File: config.mk
export PLATFORM = sky130hd
export DESIGN_NAME = vga_scan_out_flat
export DESIGN_NICKNAME = d
export VERILOG_FILES = /design/src/rtl/vga_scan_out_if.sv /design/src/rtl/vga_scan_out.sv /design/src/flat_wrapper.sv
export SDC_FILE = /design/constraint.sdc
export NUM_CORES = 1
export LEC_CHECK = 0
export BUFFER_PORTS_ARGS = -buffer_cell sky130_fd_sc_hd__buf_4
export CAP_MARGIN = 15
export CORE_UTILIZATION = 34
export DETAILED_ROUTE_END_ITERATION = 10
export GPL_TIMING_DRIVEN = 0
export PLACE_DENSITY = 0.62
export SLEW_MARGIN = 10
export SYNTH_ARGS = -nofsm -noshare
export SYNTH_HDL_FRONTEND = slang
export SYNTH_SLANG_ARGS = --single-unit
File: constraint.sdc
create_clock -name clk -period 3.45 [get_ports clk]
set_input_delay 0.345 -clock clk [delete_from_list [all_inputs] [get_ports clk]]
set_output_delay 0.345 -clock clk [all_outputs]
set_load 0.05 [all_outputs]
File: src/rtl/vga_scan_out_if.sv
// rtl/vga_scan_out_if.sv - pixel-coordinate bus and VGA pin bundle for vga_scan_out
//
// Purpose: groups the signals exchanged between the scan-out block, the colour
//          layers and the display pins.
// Signals:
//   rgb_in      mixed 4-bit palette colour from the layer mixer (gbgr, 0 = black)
//   pix_stb     one-clk pulse per pixel
//   pix_x/pix_y current raster coordinate
//   pix_active  coordinate lies in the visible area
//   frame_start pulse at the strobe of pixel (0,0)
//   line_start  pulse at the strobe of pixel x=0
//   vga_rgb     blanked colour to the DAC
//   vga_hs/vs   active-low sync pins
// Modports: master = scan-out block, slave = layers / display side.
interface vga_scan_out_if;
  logic [3:0] rgb_in;
  logic       pix_stb;
  logic [9:0] pix_x;
  logic [9:0] pix_y;
  logic       pix_active;
  logic       frame_start;
  logic       line_start;
  logic [3:0] vga_rgb;
  logic       vga_hs;
  logic       vga_vs;

  modport master (
    input  rgb_in,
    output pix_stb, pix_x, pix_y, pix_active, frame_start, line_start,
    output vga_rgb, vga_hs, vga_vs
  );

  modport slave (
    output rgb_in,
    input  pix_stb, pix_x, pix_y, pix_active, frame_start, line_start,
    input  vga_rgb, vga_hs, vga_vs
  );
endinterface

File: src/rtl/vga_scan_out.sv
// rtl/vga_scan_out.sv - VGA raster timing generator and aligned colour/sync output stage
//
// Purpose: divides clk down to a pixel strobe, runs the h/v raster counters,
//          publishes the current coordinate to the colour layers and drives
//          blanked colour plus hsync/vsync after the colour pipeline latency.
// Ports:
//   clk    system clock
//   rst_n  asynchronous active-low reset
//   vga    vga_scan_out_if.master: rgb_in in; pix_* coordinate bus and
//          vga_rgb/vga_hs/vga_vs pins out
module vga_scan_out #(
  parameter int PIX_DIV  = 2,
  parameter int H_ACTIVE = 640,
  parameter int H_FP     = 16,
  parameter int H_SYNC   = 96,
  parameter int H_BP     = 48,
  parameter int V_ACTIVE = 480,
  parameter int V_FP     = 10,
  parameter int V_SYNC   = 2,
  parameter int V_BP     = 33,
  parameter int PIPE_LAT = 2
) (
  input  logic           clk,
  input  logic           rst_n,
  vga_scan_out_if.master vga
);

  localparam int H_TOTAL = H_ACTIVE + H_FP + H_SYNC + H_BP;
  localparam int V_TOTAL = V_ACTIVE + V_FP + V_SYNC + V_BP;
  localparam int DW      = (PIX_DIV > 1) ? $clog2(PIX_DIV) : 1;

  localparam logic [DW-1:0] DIV_LAST = DW'(PIX_DIV - 1);
  localparam logic [9:0] H_LAST  = 10'(H_TOTAL - 1);
  localparam logic [9:0] V_LAST  = 10'(V_TOTAL - 1);
  localparam logic [9:0] H_ACT   = 10'(H_ACTIVE);
  localparam logic [9:0] V_ACT   = 10'(V_ACTIVE);
  localparam logic [9:0] HS_BEG  = 10'(H_ACTIVE + H_FP);
  localparam logic [9:0] HS_END  = 10'(H_ACTIVE + H_FP + H_SYNC);
  localparam logic [9:0] VS_BEG  = 10'(V_ACTIVE + V_FP);
  localparam logic [9:0] VS_END  = 10'(V_ACTIVE + V_FP + V_SYNC);

  logic [DW-1:0] div_q, div_d;
  logic          stb_q;
  logic          run_q;
  logic [9:0]    h_q, h_d;
  logic [9:0]    v_q, v_d;
  logic [3:0]    rgb_q;
  logic          hs_q;
  logic          vs_q;

  // Sideband terms for the current coordinate: {active, hs_raw, vs_raw}.
  logic          active_raw;
  logic          hs_raw;
  logic          vs_raw;
  logic [2:0]    raw_t;
  logic [2:0]    dly_t;

  always_comb begin
    div_d = div_q + 1'b1;
    if (div_q == DIV_LAST) begin
      div_d = '0;
    end
  end

  always_comb begin
    h_d = h_q;
    v_d = v_q;
    if (stb_q) begin
      if (h_q == H_LAST) begin
        h_d = '0;
        v_d = (v_q == V_LAST) ? 10'd0 : v_q + 10'd1;
      end else begin
        h_d = h_q + 10'd1;
      end
    end
  end

  always_comb begin
    active_raw = (h_q < H_ACT) && (v_q < V_ACT);
    hs_raw     = !((h_q >= HS_BEG) && (h_q < HS_END));
    vs_raw     = !((v_q >= VS_BEG) && (v_q < VS_END));
    raw_t      = {active_raw, hs_raw, vs_raw};
  end

  // The strobe is registered so it is a clean 0 while in reset; it first rises
  // PIX_DIV clocks after release and then every PIX_DIV clocks.
  always_ff @(posedge clk or negedge rst_n) begin
    if (!rst_n) begin
      div_q <= '0;
      stb_q <= 1'b0;
      run_q <= 1'b0;
      h_q   <= '0;
      v_q   <= '0;
    end else begin
      div_q <= div_d;
      stb_q <= (div_q == DIV_LAST);
      run_q <= 1'b1;
      h_q   <= h_d;
      v_q   <= v_d;
    end
  end

  // Sideband delay line matching the colour layers' pipeline depth, so that
  // blanking and sync line up with the colour that arrives for the same pixel.
  generate
    if (PIPE_LAT == 0) begin : g_direct
      assign dly_t = raw_t;
    end else begin : g_pipe
      logic [2:0] pipe_q [PIPE_LAT];

      always_ff @(posedge clk or negedge rst_n) begin
        if (!rst_n) begin
          for (int i = 0; i < PIPE_LAT; i++) begin
            pipe_q[i] <= 3'b011;
          end
        end else if (stb_q) begin
          pipe_q[0] <= raw_t;
          for (int i = 1; i < PIPE_LAT; i++) begin
            pipe_q[i] <= pipe_q[i-1];
          end
        end
      end

      assign dly_t = pipe_q[PIPE_LAT-1];
    end
  endgenerate

  always_ff @(posedge clk or negedge rst_n) begin
    if (!rst_n) begin
      rgb_q <= 4'd0;
      hs_q  <= 1'b1;
      vs_q  <= 1'b1;
    end else if (stb_q) begin
      rgb_q <= dly_t[2] ? vga.rgb_in : 4'd0;
      hs_q  <= dly_t[1];
      vs_q  <= dly_t[0];
    end
  end

  assign vga.pix_stb     = stb_q;
  assign vga.pix_x       = h_q;
  assign vga.pix_y       = v_q;
  // run_q keeps pix_active low while reset is held, when the counters sit at (0,0).
  assign vga.pix_active  = run_q & active_raw;
  assign vga.line_start  = stb_q & (h_q == 10'd0);
  assign vga.frame_start = stb_q & (h_q == 10'd0) & (v_q == 10'd0);
  assign vga.vga_rgb     = rgb_q;
  assign vga.vga_hs      = hs_q;
  assign vga.vga_vs      = vs_q;

endmodule

File: src/flat_wrapper.sv
// flat-port wrapper written by rule: the top's interface ports become plain ports
module vga_scan_out_flat 
#(
  parameter int PIX_DIV  = 2,
  parameter int H_ACTIVE = 640,
  parameter int H_FP     = 16,
  parameter int H_SYNC   = 96,
  parameter int H_BP     = 48,
  parameter int V_ACTIVE = 480,
  parameter int V_FP     = 10,
  parameter int V_SYNC   = 2,
  parameter int V_BP     = 33,
  parameter int PIPE_LAT = 2
)
  (clk, rst_n, vga_rgb_in, vga_pix_stb, vga_pix_x, vga_pix_y, vga_pix_active, vga_frame_start, vga_line_start, vga_vga_rgb, vga_vga_hs, vga_vga_vs);
  vga_scan_out_if vga_i ();
  input  logic clk;
  input  logic rst_n;
  input wire logic [$bits(vga_i.rgb_in)-1:0] vga_rgb_in;
  output wire logic [$bits(vga_i.pix_stb)-1:0] vga_pix_stb;
  output wire logic [$bits(vga_i.pix_x)-1:0] vga_pix_x;
  output wire logic [$bits(vga_i.pix_y)-1:0] vga_pix_y;
  output wire logic [$bits(vga_i.pix_active)-1:0] vga_pix_active;
  output wire logic [$bits(vga_i.frame_start)-1:0] vga_frame_start;
  output wire logic [$bits(vga_i.line_start)-1:0] vga_line_start;
  output wire logic [$bits(vga_i.vga_rgb)-1:0] vga_vga_rgb;
  output wire logic [$bits(vga_i.vga_hs)-1:0] vga_vga_hs;
  output wire logic [$bits(vga_i.vga_vs)-1:0] vga_vga_vs;
  assign vga_i.rgb_in = vga_rgb_in;
  assign vga_pix_stb = vga_i.pix_stb;
  assign vga_pix_x = vga_i.pix_x;
  assign vga_pix_y = vga_i.pix_y;
  assign vga_pix_active = vga_i.pix_active;
  assign vga_frame_start = vga_i.frame_start;
  assign vga_line_start = vga_i.line_start;
  assign vga_vga_rgb = vga_i.vga_rgb;
  assign vga_vga_hs = vga_i.vga_hs;
  assign vga_vga_vs = vga_i.vga_vs;
  vga_scan_out #(.PIX_DIV(PIX_DIV), .H_ACTIVE(H_ACTIVE), .H_FP(H_FP), .H_SYNC(H_SYNC), .H_BP(H_BP), .V_ACTIVE(V_ACTIVE), .V_FP(V_FP), .V_SYNC(V_SYNC), .V_BP(V_BP), .PIPE_LAT(PIPE_LAT)) u_core (.clk(clk), .rst_n(rst_n), .vga(vga_i));
endmodule
==> results of run 1 <==
## logic make-up (layout without fill, tap and decap cells)
kind of cell	count (synthesis)	after routing	share of synthesized area, %
adder cells (fa/ha/maj)	4	4	3.01
flip-flops	35	35	53.2
other	1	1	0.226
AND/OR/NAND/NOR	64	64	21.1
XOR/XNOR	9	9	4.74
multiplexers	7	7	4.67
buffers and inverters	16	59	4.37
AO/OA/AOI/OAI	24	24	8.73
## power by group
part	internal, mW	switching, mW
sequential	0.413	0.00120
combinational	0.00843	0.0214
clock	0.182	0.152
total	0.603	0.175
## final cells by class
class	instances	share of cell area, %
clock buffers	7	4.56
plain buffers	6	1.66
flip-flops and latches	35	41.8
inverters	10	1.78
clock inverters	1	0.355
multi-input cells	109	33.4
repair buffers	35	12.4
well taps	67	3.97
## layout by cell type (no fill, tap or decap), types with 6 or more instances in the layout
master,n
buf_4,36
clkbuf_8,7
dfrtp_1,29
dfstp_2,6
inv_1,10
mux2_2,6
nand2_1,11
nand3_1,15
nor2_1,7
o21ai_0,11
## critical path: cells and delay by family (launching register included)
kind	cells	cell delay, ns
buffers and inverters	2	0.29
DFF	1	0.43
adders and majority gates	1	0.15
and+or+nand+nor	3	0.63
## routing by layer
layer	vias up	part of all wire [%]	GRT usage [%]
li1	648	-	-
met1	633	48	20.6
met2	44	45	22.3
met3	6	5.3	3.47
met4	0	1.8	7.19
met5	-	0	0
## how the worst max path moves through the flow
| stage | slack (ns) | end | startpoint |
|---|---|---|---|
| 3_3_place_gp | 1.63 | vga_frame_start | u_core.vga.pix_x[0] |
| 3_5_place_dp | 1.63 | vga_frame_start | u_core.vga.pix_x[0] |
| 6_report | 1.30 | vga_frame_start | u_core.vga.pix_x[0] |
| 4_1_cts | 1.28 | vga_frame_start | u_core.vga.pix_x[0] |
| 5_1_grt | 1.16 | vga_frame_start | u_core.vga.pix_x[0] |
| 2_1_floorplan | 0.99 | vga_frame_start | u_core.vga.pix_x[0] |
## sequential cells by signal (all words and copies together), names as in the netlist
name / cells
u_core.vga.pix_stb: 1
u_core.run_q: 1
u_core.g_pipe.pipe_q: 3
u_core.vga.vga_hs: 1
u_core.dly_t: 3
u_core.vga.pix_x: 10
u_core.vga.pix_y: 10
u_core.vga.vga_vs: 1
u_core.vga.vga_rgb: 4
u_core.div_q: 1
## stage by stage
| step | instances | setup WS [ns] | power, mW |
|---|---|---|---|
| 6_report | 270 | 1.30 | 0.778 |
| 3_3_place_gp | 262 | 1.63 | 0.453 |
| 2_1_floorplan | 160 | 0.991 | 0.435 |
| 5_1_grt | 270 | 1.16 | 0.811 |
| 4_1_cts | 270 | 1.28 | 0.787 |
| 3_5_place_dp | 262 | 1.63 | 0.453 |
==> run metrics, run 1 <==
Syn. warnings 0; share of post-route cells with drive strength above 1 30.0%; top-count cell post-synth dfrtp_1; critical path launch point type flop; Post-Syn Area 1660 sq um; critical path class flop to output port; final worst-path cycle share 62.3%; CTS resizes 0; Post-DP HPWL 2.43 mm; CP Capture Type output port; PD cells 368 nW/um^2; worst path arrival time 1.81 ns; synthesized net count 170; total I/O pin count 36; die area 5170 sq um; final hold violation count 6; Yosys reg bits 35; Register Area 883 sq um; cells along the critical path inv_1, ha_1, nor4b_1, and3_1, and4_1, buf_4; Final Max Tran Viols 0; Clock Latency Late Sink 0.29 ns; area of the multi-input gates 706 sq um; Syn Area/Cell 10.4 sq um; design area 2110 sq um; Post-synth EDFFs 0; buffer depth of the longest clock path 2; GRT overflow 0; fraction of registers with async set/reset 100%; Crit-path slowest cell dfrtp_1; FF-to-FF End u_core.vga.pix_y[8]; CTS Sinks 35; unrepaired setup endpoints after global routing no; Post-Route WL 3.48 mm; Post-Syn Instances 160; chip height 71.9 microns; predominant post-synthesis flop cell dfrtp_1; vias in the first global route 1247; Clock transition at path regs 0.08 ns; antenna viol nets, final 0; antenna violations before repair 0; GP Congestion 0.863; Crit path required time 3.11 ns; register-to-register setup slack 1.70 ns; maxcap violations 0; cell depth of the worst flop-to-flop path 7; commonest cells in the netlist 29 x dfrtp_1, 15 x nand3_1, 11 x nand2_1, 11 x o21ai_0, 10 x inv_1; iteration count of the initial detailed-routing pass 4; Root Driver clkbuf_8; area leader, netlist dfrtp_1; initial core utilization 35.2%; wire length per cell 12.9 microns; final core occ 44.7%; status complete, but fails checks; Placed Area 2010 sq um; Setup-failing EPs final 0; first-pass GRT wire length 5.87 mm; P_leak 0.930 nW; CTS tree done; top-area cell type share of the netlist area 43.7%; Fillers 481; row cnt 25; Crit Path Max Fanout 5; violated checks hold timing; vias per inst 4.93; largest net degree at the start of global routing 36; Final #Nets 212; worst r2r src u_core.vga.pix_x[0]; DRC Markers 0; Post-CTS Repair Setup Buffers 0; sequential fraction of the synthesis area 53.2%; htree depth 2; worst min path class input port to asynchronous set/reset pin; total number of vias 1331; CTS Hold Bufs 0; setup TNS 0 ns; Die X 71.9 microns; Hold WS -0.00399 ns; Yosys cell types 37; final setup skew 0.00876 ns; I/O Buffers 35; Fmax achieved 465 MHz; Core Region 4720 sq um; Area Growth Syn to Fin 27.1%; Diodes inserted 0; Final Critical Period 2.15 ns; GRT Resource Usage Total 15.0%; CTS buffer count 5; peak supply drop 170 uV; initial drt markers 82; Crit path largest cell delay 0.43 ns; Synth area leaders dfrtp_1 44%, dfstp_2 9.5%, nand3_1 4.5%, mux2_2 4.1%, o21ai_0 3.3%
Note: power is estimated with default switching activity, not from simulation.
==> run 2: changes to the inputs <==
--- a/config.mk
+++ b/config.mk
@@ -10,7 +10,7 @@
 export CORE_UTILIZATION = 34
 export DETAILED_ROUTE_END_ITERATION = 10
 export GPL_TIMING_DRIVEN = 0
-export PLACE_DENSITY = 0.62
+export PLACE_DENSITY = 0.64
 export SLEW_MARGIN = 10
 export SYNTH_ARGS = -nofsm -noshare
 export SYNTH_HDL_FRONTEND = slang
==> constraint.sdc (replaced) <==
create_clock -name clk -period 1.9 [get_ports clk]
set_input_delay 0.19 -clock clk [delete_from_list [all_inputs] [get_ports clk]]
set_output_delay 0.19 -clock clk [all_outputs]
set_load 0.05 [all_outputs]
==> run 2 against run 1 <==
Effect of this change: clock power rose by 84%; the run now ends clean; via count up 3.3%; combinational power is 87% higher; wire length rose by 6.2%; register-to-register slack worse by 1.6 ns; non-clock buffer count up 5; worst hold slack gained 0.13 ns; sequential share of layout area is 2.1 points lower; core utilization grew 2.5 points; clock skew increased by 0.00088 ns.
==> run metrics, run 2 (synthesized netlist as in run 1, its figures left out) <==
status completed (was complete, but fails checks); buffer depth of the longest clock path 2 (unchanged); chip height 71.9 microns (unchanged); design area 2230 sq um (was 2110 sq um); Clock transition at path regs 0.07 ns (was 0.08 ns); maxcap violations 0 (unchanged); Diodes inserted 0 (unchanged); share of post-route cells with drive strength above 1 37.5% (was 30.0%); htree depth 2 (unchanged); first-pass GRT wire length 6.15 mm (was 5.87 mm); FF-to-FF End u_core.vga.pix_y[8] (unchanged); most common cell after layout, fill and taps aside buf_4 (unchanged); DRC Markers 0 (unchanged); I/O Buffers 35 (unchanged); Final #Nets 217 (was 212); Clock Latency Late Sink 0.30 ns (was 0.29 ns); Setup-failing EPs final 0 (unchanged); CTS Sinks 35 (unchanged); Final Critical Period 1.87 ns; antenna violations before repair 0 (unchanged); Crit-path slowest cell dfrtp_2 (was dfrtp_1); area of the multi-input gates 773 sq um (was 706 sq um); unrepaired setup endpoints after global routing yes (was no); commonest cells after routing, fill and taps aside 39 x buf_4, 27 x dfrtp_1, 15 x nand3_1 (was 36 x buf_4, 29 x dfrtp_1, 15 x nand3_1); GRT overflow 0 (unchanged); overall power 1.42 mW (was 0.778 mW); vias per inst 5.00 (was 4.93); Fmax achieved 535 MHz; Top delay family on crit path simple AND/OR/NAND/NOR gates (unchanged); Register Area 886 sq um (was 883 sq um); CP startpoint u_core.vga.pix_x[1] (was u_core.vga.pix_x[0]); Root Driver clkbuf_8 (unchanged); total I/O pin count 36 (unchanged); final setup skew 0.00963 ns (was 0.00876 ns); Crit path largest cell delay 0.41 ns (was 0.43 ns); Fillers 441 (was 481); Crit path required time 1.71 ns (was 3.11 ns); CP Depth 6 (unchanged); CTS buffer count 5 (unchanged); worst path arrival time 1.68 ns (was 1.81 ns); GRT Resource Usage Total 15.6% (was 15.0%); Crit Path Max Fanout 2 (was 5); iteration count of the initial detailed-routing pass 4 (unchanged); die area 5170 sq um (unchanged); vias in the first global route 1269 (was 1247); peak supply drop 253 uV (was 170 uV); CTS tree done (unchanged); PD cells 637 nW/um^2 (was 368 nW/um^2); placed cell count 262 (unchanged); Layout Cells excl Fill 275 (was 270); register-to-register setup slack 0.13 ns (was 1.70 ns); Core Region 4720 sq um (unchanged); GP Congestion 0.790 (was 0.863); Post-Route WL 3.69 mm (was 3.48 mm); antenna viol nets, final 0 (unchanged); final hold violation count 0 (was 6); Post-DP HPWL 2.47 mm (was 2.43 mm); critical path class flop to output port (unchanged); final worst-path cycle share 98.3%; total number of vias 1375 (was 1331); largest net degree at the start of global routing 36 (unchanged); Hold WS 0.129 ns (was -0.00399 ns); initial core utilization 35.2% (unchanged); worst min path class input port to flop (was input port to asynchronous set/reset pin); critical path launch point type flop (unchanged); Placed Area 2020 sq um (was 2010 sq um); P_leak 0.966 nW (was 0.930 nW); cells along the critical path inv_2, ha_4, nor4b_4, and3_4, and4_4, buf_8 (was inv_1, ha_1, nor4b_1, and3_1, and4_1, buf_4); Die X 71.9 microns (unchanged); Final Max Tran Viols 0 (unchanged); wire length per cell 13.4 microns (was 12.9 microns); Buf/Inv on CP 2 (unchanged); Area Growth Syn to Fin 34.2% (was 27.1%); row cnt 25 (unchanged); worst r2r src u_core.vga.pix_x[0] (unchanged); cell depth of the worst flop-to-flop path 8 (was 7); Critical Path Sink vga_frame_start (unchanged); CP Capture Type output port (unchanged); initial drt markers 90 (was 82)
[run 2: cell count changes in the layout (fill, tap and decap cells not counted), moves of 2 or more]
cell | previous run | this run
buf_4 | 36 | 39
dfrtp_1 | 29 | 27
dfrtp_2 | 0 | 2
ha_1 | 4 | 2
inv_1 | 10 | 8
inv_2 | 0 | 2
[run 2: final cells by class]
class	count	share of cell area [%]
Buffer	6	1.57
Clock buffer	7	4.32
Clock inverter	1	0.337
Inverter	10	1.68
Multi-Input combinational cell	109	34.7
Sequential cell	35	39.7
Tap cell	67	3.76
Timing Repair Buffer	40	13.9
[run 2: routing by layer]
metal,share of wire [%],vias to the layer above,track usage [%]
li1,-,660,-
met1,48,670,21.8
met2,45,37,22.7
met3,4.4,8,4.17
met4,2.2,0,7.19
met5,0,-,0
[run 2: worst min-delay path, stage by stage]
cell,delay [ns]
buf_4,0.08
nand3_1,0.06
o21ai_0,0.06
[run 2: repair_timing]
action,4_1_cts,5_1_grt
endpoints found under the setup margin,1,4
pin swaps,1,2
buffers inserted,3,1
resized for setup,7,6
hold buffers,1,0
endpoints found under the hold margin,29,0
[run 2: metrics by stage]
stage          utilization [%]  setup TNS, ns  setup WS [ns]
2_1_floorplan                -              0         0.0512
3_3_place_gp              42.7              0          0.183
3_5_place_dp              42.7              0          0.180
4_1_cts                   46.1              0        0.00306
5_1_grt                   47.2        -0.0190        -0.0190
6_report                  47.2              0         0.0322
[run 2: power by group]
group          total (mW)  internal [mW]  switching (mW)
logic              0.0556         0.0166          0.0390
clock network       0.613          0.330           0.283
registers           0.753          0.751         0.00223
[run 2: worst min-delay path by stage]
| stage | endpoint | startpoint | depth (start not counted) | slack, ns |
|---|---|---|---|---|
| after floorplan | u_core.div_q | rst_n | 0 | -0.11 |
| after global placement | u_core.vga.pix_y[8] | rst_n | 1 | 0.17 |
| after detailed placement | u_core.vga.pix_y[8] | rst_n | 1 | 0.17 |
| after CTS | u_core.vga.vga_rgb[0] | vga_rgb_in[0] | 3 | 0.12 |
| after global routing | u_core.vga.vga_rgb[3] | vga_rgb_in[3] | 3 | 0.15 |
| final | u_core.vga.vga_rgb[0] | vga_rgb_in[0] | 3 | 0.13 |
==> run 3: changes to the inputs <==
--- a/config.mk
+++ b/config.mk
@@ -7,10 +7,11 @@
 export LEC_CHECK = 0
 export BUFFER_PORTS_ARGS = -buffer_cell sky130_fd_sc_hd__buf_4
 export CAP_MARGIN = 15
-export CORE_UTILIZATION = 34
+export CORE_UTILIZATION = 40
 export DETAILED_ROUTE_END_ITERATION = 10
 export GPL_TIMING_DRIVEN = 0
-export PLACE_DENSITY = 0.64
+export PLACE_DENSITY = 0.72
+export RECOVER_POWER = 50
 export SLEW_MARGIN = 10
 export SYNTH_ARGS = -nofsm -noshare
 export SYNTH_HDL_FRONTEND = slang
==> run 3 against run 2 <==
Effect of this change: via count is 1.4% lower; sequential power about the same; worst hold slack better by 0.012 ns; clock skew fell by 0.0042 ns; cell count shrank 6.5%; count of clock-buffer cells in the layout stayed put; sequential share of layout area rose by 1.9 points; largest power group unchanged; highest routed layer unchanged.
==> run metrics, run 3 (synthesized netlist as in run 1, its figures left out) <==
status completed (unchanged); Area Growth Syn to Fin 28.1% (was 34.2%); Post-DP HPWL 2.37 mm (was 2.47 mm); Clock Latency Late Sink 0.29 ns (was 0.30 ns); antenna violations before repair 0 (unchanged); Tightest Pin Transition 0.871 ns; final worst-path cycle share 97.5% (was 98.3%); sw power 0.317 mW (was 0.324 mW); PD cells 662 nW/um^2 (was 637 nW/um^2); GRT Resource Usage Total 17.2% (was 15.6%); wire length per cell 13.7 microns (was 13.4 microns); Hold WS 0.141 ns (was 0.129 ns); first-pass GRT wire length 5.64 mm (was 6.15 mm); I/O Buffers 35 (unchanged); DRC Markers 0 (unchanged); final setup skew 0.00547 ns (was 0.00963 ns); Post-Route WL 3.52 mm (was 3.69 mm); design area 2130 sq um (was 2230 sq um); peak supply drop 497 uV (was 253 uV); critical path launch point type flop (unchanged); chip height 66.5 microns (was 71.9 microns); area of the multi-input gates 741 sq um (was 773 sq um); Clk pwr share 42.9% (was 43.1%); Crit path required time 1.71 ns (about the same); GP Congestion 0.854 (was 0.790); htree depth 2 (unchanged); worst min path class input port to flop (unchanged); vias in the first global route 1197 (was 1269); Fmax achieved 540 MHz (was 535 MHz); total I/O pin count 36 (unchanged); Core Region 4000 sq um (was 4720 sq um); power share of the sequential group 53.4% (was 53.0%); Root Driver clkbuf_8 (unchanged); Clock transition at path regs 0.07 ns (about the same); Comb pwr share 3.7% (was 3.9%); Crit Path Max Fanout 2 (unchanged); commonest cells after routing, fill and taps aside 27 x buf_4, 27 x dfrtp_1, 15 x nand3_1 (was 39 x buf_4, 27 x dfrtp_1, 15 x nand3_1); Die X 66.5 microns (was 71.9 microns); critical path class flop to output port (unchanged); vias per inst 5.28 (was 5.00); row cnt 23 (was 25); initial drt markers 56 (was 90); setup TNS 0 ns (unchanged); placed cell count 245 (was 262); overall power 1.41 mW (was 1.42 mW); P_leak 0.921 nW (was 0.966 nW); Int Pwr 1.09 mW (was 1.10 mW); die area 4420 sq um (was 5170 sq um); Final #Nets 216 (was 217); final hold violation count 0 (unchanged); worst path arrival time 1.66 ns (was 1.68 ns); initial core utilization 41.5% (was 35.2%); antenna viol nets, final 0 (unchanged); Layout Cells excl Fill 257 (was 275); Diodes inserted 0 (unchanged); CTS Sinks 35 (unchanged); Fillers 378 (was 441); buffer depth of the longest clock path 2 (unchanged); CTS buffer count 5 (unchanged); Slew HR 41.9%; Final Critical Period 1.85 ns (was 1.87 ns); iteration count of the initial detailed-routing pass 4 (unchanged); Register Area 886 sq um (unchanged); Placed Area 2000 sq um (was 2020 sq um); share of post-route cells with drive strength above 1 30.0% (was 37.5%); largest net degree at the start of global routing 36 (unchanged); Final Max Tran Viols 0 (unchanged); maxcap violations 0 (unchanged); CTS tree done (unchanged); switching part of the total 22.5% (was 22.8%); GRT overflow 0 (unchanged); Setup-failing EPs final 0 (unchanged); unrepaired setup endpoints after global routing yes (unchanged); total number of vias 1356 (was 1375); CP Capture Type output port (unchanged)
[run 3: metal layers]
| layer | up-vias | wire [microns] | track usage [%] |
|---|---|---|---|
| met4 | 0 | 8 | 4.26 |
| li1 | 659 | - | - |
| met3 | 2 | 186 | 5.82 |
| met5 | - | 0 | 0 |
| met2 | 36 | 1660 | 26.1 |
| met1 | 659 | 1660 | 23.4 |
[run 3: worst paths after layout]
path	start	endpoint	slack [ns]	depth (start not counted)
setup / recovery	u_core.vga.pix_x[0]	vga_frame_start	0.05	6
hold / removal	vga_rgb_in[0]	u_core.vga.vga_rgb[0]	0.14	3
setup reg to reg	u_core.vga.pix_x[0]	u_core.vga.pix_y[2]	0.10	8
hold reg to reg	u_core.div_q	u_core.vga.pix_stb	0.38	0
max in group asynchronous	rst_n	u_core.vga.pix_x[0]	0.75	2
min in group asynchronous	rst_n	u_core.vga.pix_y[8]	0.55	2
[run 3: stage by stage]
stage | utilization, % | setup slack (ns)
2_1_floorplan | - | 0.0512
3_3_place_gp | 49.9 | 0.199
3_5_place_dp | 49.9 | 0.200
4_1_cts | 53.9 | 0.0136
5_1_grt | 53.2 | -0.00325
6_report | 53.2 | 0.0477
[run 3: cell type report]
cell class	count	share of cell area (%)
flip-flops and latches	35	41.6
multi-input cells	109	34.8
repair buffers	39	12.3
clock buffers	7	4.53
well taps	50	2.94
inverters	10	1.76
plain buffers	6	1.65
clock inverters	1	0.353
[run 3: critical path, stage by stage (launching register included)]
cell     delay [ns]
dfrtp_2        0.42
inv_2          0.08
ha_4           0.12
nor4b_4        0.18
and3_4         0.23
and4_4         0.21
buf_8          0.14
[run 3: power by group through the flow]
stage | combinational [mW] | sequential, mW | clock (mW)
5_1_grt | 0.0565 | 0.753 | 0.662
3_5_place_dp | 0.0557 | 0.767 | 0
6_report | 0.0515 | 0.753 | 0.605
3_3_place_gp | 0.0551 | 0.767 | 0
4_1_cts | 0.0574 | 0.753 | 0.620
2_1_floorplan | 0.00771 | 0.783 | 0
[run 3: repair_timing]
item,4_1_cts,5_1_grt
endpoints found under the setup margin,1,1
pin swaps,1,1
buffers inserted,3,0
hold buffers,1,0
endpoints found under the hold margin,29,0
gates resized for setup,4,4
